File: src/rtl/floating_argmax_stream_pkg.sv
// Shared FP32 field definitions, NaN predicate and argmax FSM state encoding.
package floating_argmax_stream_pkg;

  localparam int FP32_W   = 32;
  localparam int SIGN_BIT = 31;
  localparam int EXP_HI   = 30;
  localparam int EXP_LO   = 23;
  localparam int MANT_HI  = 22;
  localparam int MANT_LO  = 0;

  localparam logic [EXP_HI-EXP_LO:0] EXP_ALL_ONES = 8'hFF;

  typedef enum logic {
    ACCUM = 1'b0,
    DONE  = 1'b1
  } state_t;

  function automatic logic is_nan(input logic [FP32_W-1:0] f);
    return (f[EXP_HI:EXP_LO] == EXP_ALL_ONES) && (f[MANT_HI:MANT_LO] != '0);
  endfunction

endpackage

File: src/rtl/floating_argmax_stream_cmp.sv
// FloatingCompare: combinational A >= B over FP32 bit patterns using
// sign/exponent/mantissa ordering (+0 above -0, NaN/Inf ordered by raw bits).
module FloatingCompare
  import floating_argmax_stream_pkg::*;
(
  input  logic [FP32_W-1:0] a,
  input  logic [FP32_W-1:0] b,
  output logic              a_ge_b
);

  logic [FP32_W-1:0] ka, kb;

  // Map sign-magnitude onto an unsigned key: positives above negatives,
  // negatives ordered by inverted magnitude.
  always_comb begin
    ka = a[SIGN_BIT] ? {1'b0, ~a[SIGN_BIT-1:0]} : {1'b1, a[SIGN_BIT-1:0]};
    kb = b[SIGN_BIT] ? {1'b0, ~b[SIGN_BIT-1:0]} : {1'b1, b[SIGN_BIT-1:0]};
  end

  assign a_ge_b = (ka >= kb);

endmodule

File: src/rtl/floating_argmax_stream.sv
// Streaming arg-max over N FP32 elements; result offered on valid/ready.
// Optional build macro FLOAT_ARGMAX_NAN_SKIP_EN: NaN never displaces a
// non-NaN max, and any non-NaN displaces a NaN max.
module floating_argmax_stream
  import floating_argmax_stream_pkg::*;
#(
  parameter int N     = 10,
  parameter int IDX_W = (N > 1) ? $clog2(N) : 1
) (
  input  logic              clk,
  input  logic              rst_n,
  input  logic              in_valid,
  output logic              in_ready,
  input  logic [FP32_W-1:0] in_data,
  output logic              out_valid,
  input  logic              out_ready,
  output logic [FP32_W-1:0] out_max,
  output logic [IDX_W-1:0]  out_idx
);

  state_t             state, state_nxt;
  logic [IDX_W-1:0]   count;
  logic [FP32_W-1:0]  max_q;
  logic [IDX_W-1:0]   idx_q;
  logic               accept, last, max_ge_in, replace;

  FloatingCompare u_cmp (
    .a      (max_q),
    .b      (in_data),
    .a_ge_b (max_ge_in)
  );

  assign accept = in_valid & in_ready;
  assign last   = (count == IDX_W'(N - 1));

  // Decide whether the incoming element becomes the new running max.
  always_comb begin
    replace = 1'b0;
`ifdef FLOAT_ARGMAX_NAN_SKIP_EN
    if (count == '0)
      replace = 1'b1;
    else if (is_nan(max_q))
      replace = ~is_nan(in_data);
    else
      replace = ~is_nan(in_data) & ~max_ge_in;
`else
    replace = (count == '0) | ~max_ge_in;
`endif
  end

  // Next state and handshake outputs; input and output never both open.
  always_comb begin
    state_nxt = state;
    in_ready  = 1'b0;
    out_valid = 1'b0;
    case (state)
      ACCUM: begin
        in_ready = 1'b1;
        if (accept && last) state_nxt = DONE;
      end
      DONE: begin
        out_valid = 1'b1;
        if (out_ready) state_nxt = ACCUM;
      end
      default: state_nxt = ACCUM;
    endcase
  end

  // State register.
  always_ff @(posedge clk or negedge rst_n) begin
    if (!rst_n) state <= ACCUM;
    else        state <= state_nxt;
  end

  // Running max/index and element counter; only accepted beats move them.
  always_ff @(posedge clk or negedge rst_n) begin
    if (!rst_n) begin
      count <= '0;
      max_q <= '0;
      idx_q <= '0;
    end else if (accept) begin
      count <= last ? '0 : count + IDX_W'(1);
      if (replace) begin
        max_q <= in_data;
        idx_q <= count;
      end
    end
  end

  assign out_max = max_q;
  assign out_idx = idx_q;

endmodule
File: config.mk
export PLATFORM = sky130hd
export DESIGN_NAME = floating_argmax_stream
export DESIGN_NICKNAME = d
export VERILOG_FILES = /design/src/rtl/floating_argmax_stream_pkg.sv /design/src/rtl/floating_argmax_stream_cmp.sv /design/src/rtl/floating_argmax_stream.sv
export SDC_FILE = /design/constraint.sdc
export NUM_CORES = 1
export LEC_CHECK = 0
export BUFFER_PORTS_ARGS = -buffer_cell sky130_fd_sc_hd__buf_2
export CAP_MARGIN = 5
export CORE_MARGIN = 2
export CORE_UTILIZATION = 53
export CTS_CLUSTER_DIAMETER = 100
export DETAILED_ROUTE_END_ITERATION = 12
export HOLD_SLACK_MARGIN = 0.03
export PLACE_DENSITY = 0.81
export SLEW_MARGIN = 30
export SYNTH_ARGS = -nofsm -noshare
export SYNTH_HDL_FRONTEND = slang
export SYNTH_SLANG_ARGS = --single-unit
File: constraint.sdc
create_clock -name clk -period 3.71 [get_ports clk]
set_input_delay 0.5565 -clock clk [delete_from_list [all_inputs] [get_ports clk]]
set_output_delay 0.5565 -clock clk [all_outputs]
set_load 0.02 [all_outputs]
==> Word level (Yosys, flattened, before mapping) <==
Index checks and enable logic that the tools add are counted.
{ "op_classes": {"add_sub_neg": 1, "n_lt_le_gt_ge": 1, "eq_ne": 1, "n_mux": 8, "bitwise_logic": 6, "reduce_logical": 3} }
{ "op_table": {"columns": ["op", "count"], "rows": [
  ["$mux 32", 2],
  ["$not 31->31", 2],
  ["$ge 32x32->1", 1],
  ["$add 4x1->4 const B", 1],
  ["$eq 4x4->1 const B", 1],
  ["$logic_not 4->1", 1],
  ["$mux 1", 4],
  ["$mux 4", 1],
  ["$not 1->1", 2],
  ["$pmux 1 s2", 1],
  ["$reduce_and 2->1", 1],
  ["$and 1x1->1", 1],
  ["$logic_and 1x1->1", 1],
  ["$or 1x1->1", 1]
]} }
{ "word_totals": {"reg_bits": 41, "input_bits": 36, "elab_cells": 24} }

==> Longest topological paths before layout <==
{ "depth": {"depth_word": 6, "depth_mapped": 11} }

==> Modules after synthesis <==
Synthesis repeated with hierarchy kept, for this count alone.
{ "hier_totals": {"cells_unflattened": 250, "hier_area_um2": 2869.0} }
{ "modules_own_cells": {"columns": ["mod", "instances", "cells_each", "area_each_um2", "seq_area_each_um2"], "rows": [
  ["floating_argmax_stream", 1, 100, 1591.5, 1026.0],
  ["FloatingCompare", 1, 150, 1277.5, 0.0]
]} }

==> Worst setup path before layout <==
OpenSTA, ideal clock, no wires.
{ "synth_path": {"path_kind": "register to register", "start": "reg max_q[31], in the netlist out_max[31]", "end": "reg max_q[13], in the netlist out_max[13]", "setup_ns": 0.125, "arrival_time_ns": 3.342, "setup_slack_ns": 0.244, "stages_incl_launch_ff": 12, "synth_period_minus_slack_ns": 3.466, "cell_sequence": "dfrtp_1 > clkbuf_1 > buf_1 > xnor2_1 > ha_1 > nand2b_1 > a2111o_1 > a32oi_1 > a21oi_1 > a211oi_4 > buf_6 > mux2_2"} }
{ "synth_between": {"elab_chain_len": 5} }
{ "synth_lines": {"columns": ["element", "line_no", "rtl"], "rows": [
  ["start, declared", "floating_argmax_stream.sv:23", "logic [FP32_W-1:0] max_q;"],
  ["start signal, assigned", "floating_argmax_stream.sv:84", "max_q <= in_data;"],
  ["$mux 32", "floating_argmax_stream_cmp.sv:16", "ka = a[SIGN_BIT] ? {1'b0, ~a[SIGN_BIT-1:0]} : {1'b1, a[SIGN_BIT-1:0]};"],
  ["$ge 32x32->1", "floating_argmax_stream_cmp.sv:20", "assign a_ge_b = (ka >= kb);"],
  ["$not 1->1", "floating_argmax_stream.sv:47", "replace = (count == '0) | ~max_ge_in;"],
  ["$or 1x1->1", "floating_argmax_stream.sv:47", null],
  ["$reduce_and 2->1 (no line)", null, null]
]} }
No other way between the ends.
A chain may end at the register's enable or synchronous reset.

==> Worst setup path after layout <==
{ "layout_path": {"start": "reg max_q[31], in the netlist out_max[31]", "end": "reg max_q[20], in the netlist out_max[20]"} }
Same word-level chain as after synthesis.

==> results.txt <==
WL/cell -> 14.8 um
detailed-route via count -> 2122
maximum VDD drop -> 0.000460 V
Post-Syn Area -> 2850 um2
n_diodes -> 0
CTS buffer count -> 5
Critical path buffers and inverters -> 2
Comb pwr share -> 0.636
Worst Setup Path Type -> flip-flop to flip-flop
max_cap viols -> 0
GRT Util Overall -> 0.210
Unique masters post-synth -> 34
Antenna Nets Post-Route -> 0
Crit-path slowest cell -> dfrtp_2
Post-Route Skew -> 0.00393 ns
1st-iter DRT viols -> 61
Post-Syn Instances -> 256
#FFs+latches synth -> 41
num rows -> 26
setup_tns -> 0 ns
Slew @ Worst Pin -> 0.518 ns
compound-cell area share of the yosys netlist -> 0.0789
share of power burned in registers -> 0.275
pre-CTS setup slack -> 0.295 ns
worst hold slack -> 0.244 ns
Crit. End Element -> flip-flop
die height -> 77.4 um
largest net degree at the start of global routing -> 42
Die Wd -> 77.4 um
routability cong. -> 0.792
Initial Utilization -> 0.555
I/O Buffers -> 73
Worst Setup SP -> out_max[31]
final setup margin -> 0.581 ns
Slew HR -> 0.651
Longest Clk Path Bufs -> 2
first-pass GRT wire length -> 10200 um
WP data arrival -> 3.31 ns
Post-CTS Setup Bufs -> 0
endpoints failing setup -> 0
worst r2r src -> out_max[31]
fin area -> 3390 um2
CTS root buffer -> clkbuf_8
crit path max fanout -> 24
async set or reset register ratio after synthesis -> 1.00
placed wire-length estimate -> 4540 um
CTS tree -> yes
Worst Setup EP -> out_max[20]
Max Clk Rate -> 320 MHz
CP max stage delay -> 0.56 ns
Critical R2R Capture -> out_max[20]
r2r setup slk -> 0.58 ns
fill cell total of the finished layout -> 442
WP depth -> 10
Final Hold Fails -> 0
Clock transition at path regs -> 0.07 ns
reg2reg path depth -> 10
proportion of layout cells with a drive suffix above 1 -> 0.363
Post-Route WL -> 5940 um
GRT overflow -> 0
vias in the first global route -> 2207
first-pass iteration count of the detailed router -> 4
Synth Area in XOR/XNOR -> 0.196
P_sw -> 1520 uW
most common cell after layout, fill and taps aside -> buf_2
Via density -> 5.29
Clk pwr share -> 0.089
Switching Fraction -> 0.459
Worst-Skew Late Latency -> 0.29 ns
outcome -> finished, final reports clean
mux share of post-synthesis cell area -> 0.138
CP Launch Type -> flip-flop
Tcrit/Tclk final -> 0.843
H-tree depth -> 2
cts hold-fix bufs -> 0
Synth Net Count -> 324
cell repeated most along the worst path -> o21ai_0
Die ar. -> 5990 um2
Post-Synth Adder-Cell Area -> 0.140
CP top delay family -> compound AO/OA/AOI/OAI gates
Final min period -> 3.13 ns
post_cts resized -> 0
post-placement cell area -> 3300 um2
Leak -> 0.00158 uW
initial antenna violation count -> 0
Primary FF master, synth -> dfrtp_1
number of flops mapped to enable cells by yosys -> 0
Post-route DRC -> 0
largest family of logic cells by synthesized area -> XOR/XNOR gates
CP required -> 3.89 ns
Final Max Slew Viols -> 0
RSZ-0062 raised after global routing -> no
synthesis-to-layout area growth -> 18.8%
Ports -> 74
core box area -> 5140 um2
pwr/cell area -> 979 nW/um2
internal power -> 1790 uW
number of nets in the layout -> 399
Hold Crit Class -> input port to asynchronous set/reset pin
sequential area share after synthesis -> 0.360
yosys warns -> 0
Syn Area/Cell -> 11.1 um2
Sink Count -> 41
post-synthesis simple-gate area fraction -> 0.0575
worst-path cell chain -> buf_12 -> xor2_1 -> ha_1 -> a21oi_1 -> o21ai_0 -> a211oi_1 -> o21ai_0 -> a211oi_4 -> buf_4 -> mux2_2
commonest non-fill, non-tap cells in the layout -> 72 x buf_2, 40 x dfrtp_1
==> stage by stage <==
stage                     power [uW]  std cells   util
after floorplan                 2460        256      -
after global placement          2920        394  0.642
after detailed placement        3030        394  0.642
after CTS                       3350        401  0.659
after global routing            3630        401  0.659
final                           3320        401  0.659
==> worst min path at each step <==
stage                     cells after the start     endpoint
after floorplan                               0     count[0]
after global placement                        1   out_idx[2]
after detailed placement                      1   out_idx[2]
after CTS                                     1  out_max[20]
after global routing                          1  out_max[15]
final                                         1  out_max[26]
==> synth_stat cells (all sizes together), types with 4 or more instances <==
master,count,area (um2)
dfrtp,41,1030
xnor2,32,280
mux2,35,394
nand2,13,48.8
ha,32,400
o21ai,8,40.0
nand4,4,25.0
xor2,32,280
buf,8,52.6
inv,5,18.8
a21oi,15,75.1
==> routing by layer <==
| layer | global-route usage | wire, um | up-vias |
|---|---|---|---|
| met5 | 0 | 0 | - |
| met4 | 0.0571 | 80 | 0 |
| met3 | 0.0430 | 267 | 6 |
| met2 | 0.374 | 3020 | 51 |
| met1 | 0.259 | 2570 | 1025 |
| li1 | - | - | 1040 |
==> layout make-up <==
type,count,area [um2],area share
Sequential cell,41,1030,0.303
Timing Repair Buffer,79,425,0.126
Tap cell,70,87.6,0.0258
Inverter,5,18.8,0.00554
Multi-Input combinational cell,199,1740,0.515
Clock buffer,7,86.3,0.0255
==> registers in the layout, indices dropped and copies added (netlist names) <==
register,cells
count,4
out_idx,4
out_max,32
state,1
==> power groups by stage <==
stage | combinational [uW] | clock (uW) | sequential (uW)
after detailed placement | 2110 | 0 | 921
after floorplan | 1340 | 0 | 1120
after CTS | 2130 | 301 | 914
after global placement | 2010 | 0 | 913
after global routing | 2350 | 323 | 953
final | 2110 | 295 | 913
==> cells by family after synthesis <==
kind of cell    count (synthesis)
flops                          41
simple gates                   33
xor+xnor                       64
mux                            35
buf+inv                        16
compound gates                 35
fa+ha+maj                      32
No activity file was read; power rests on OpenSTA's default activity.
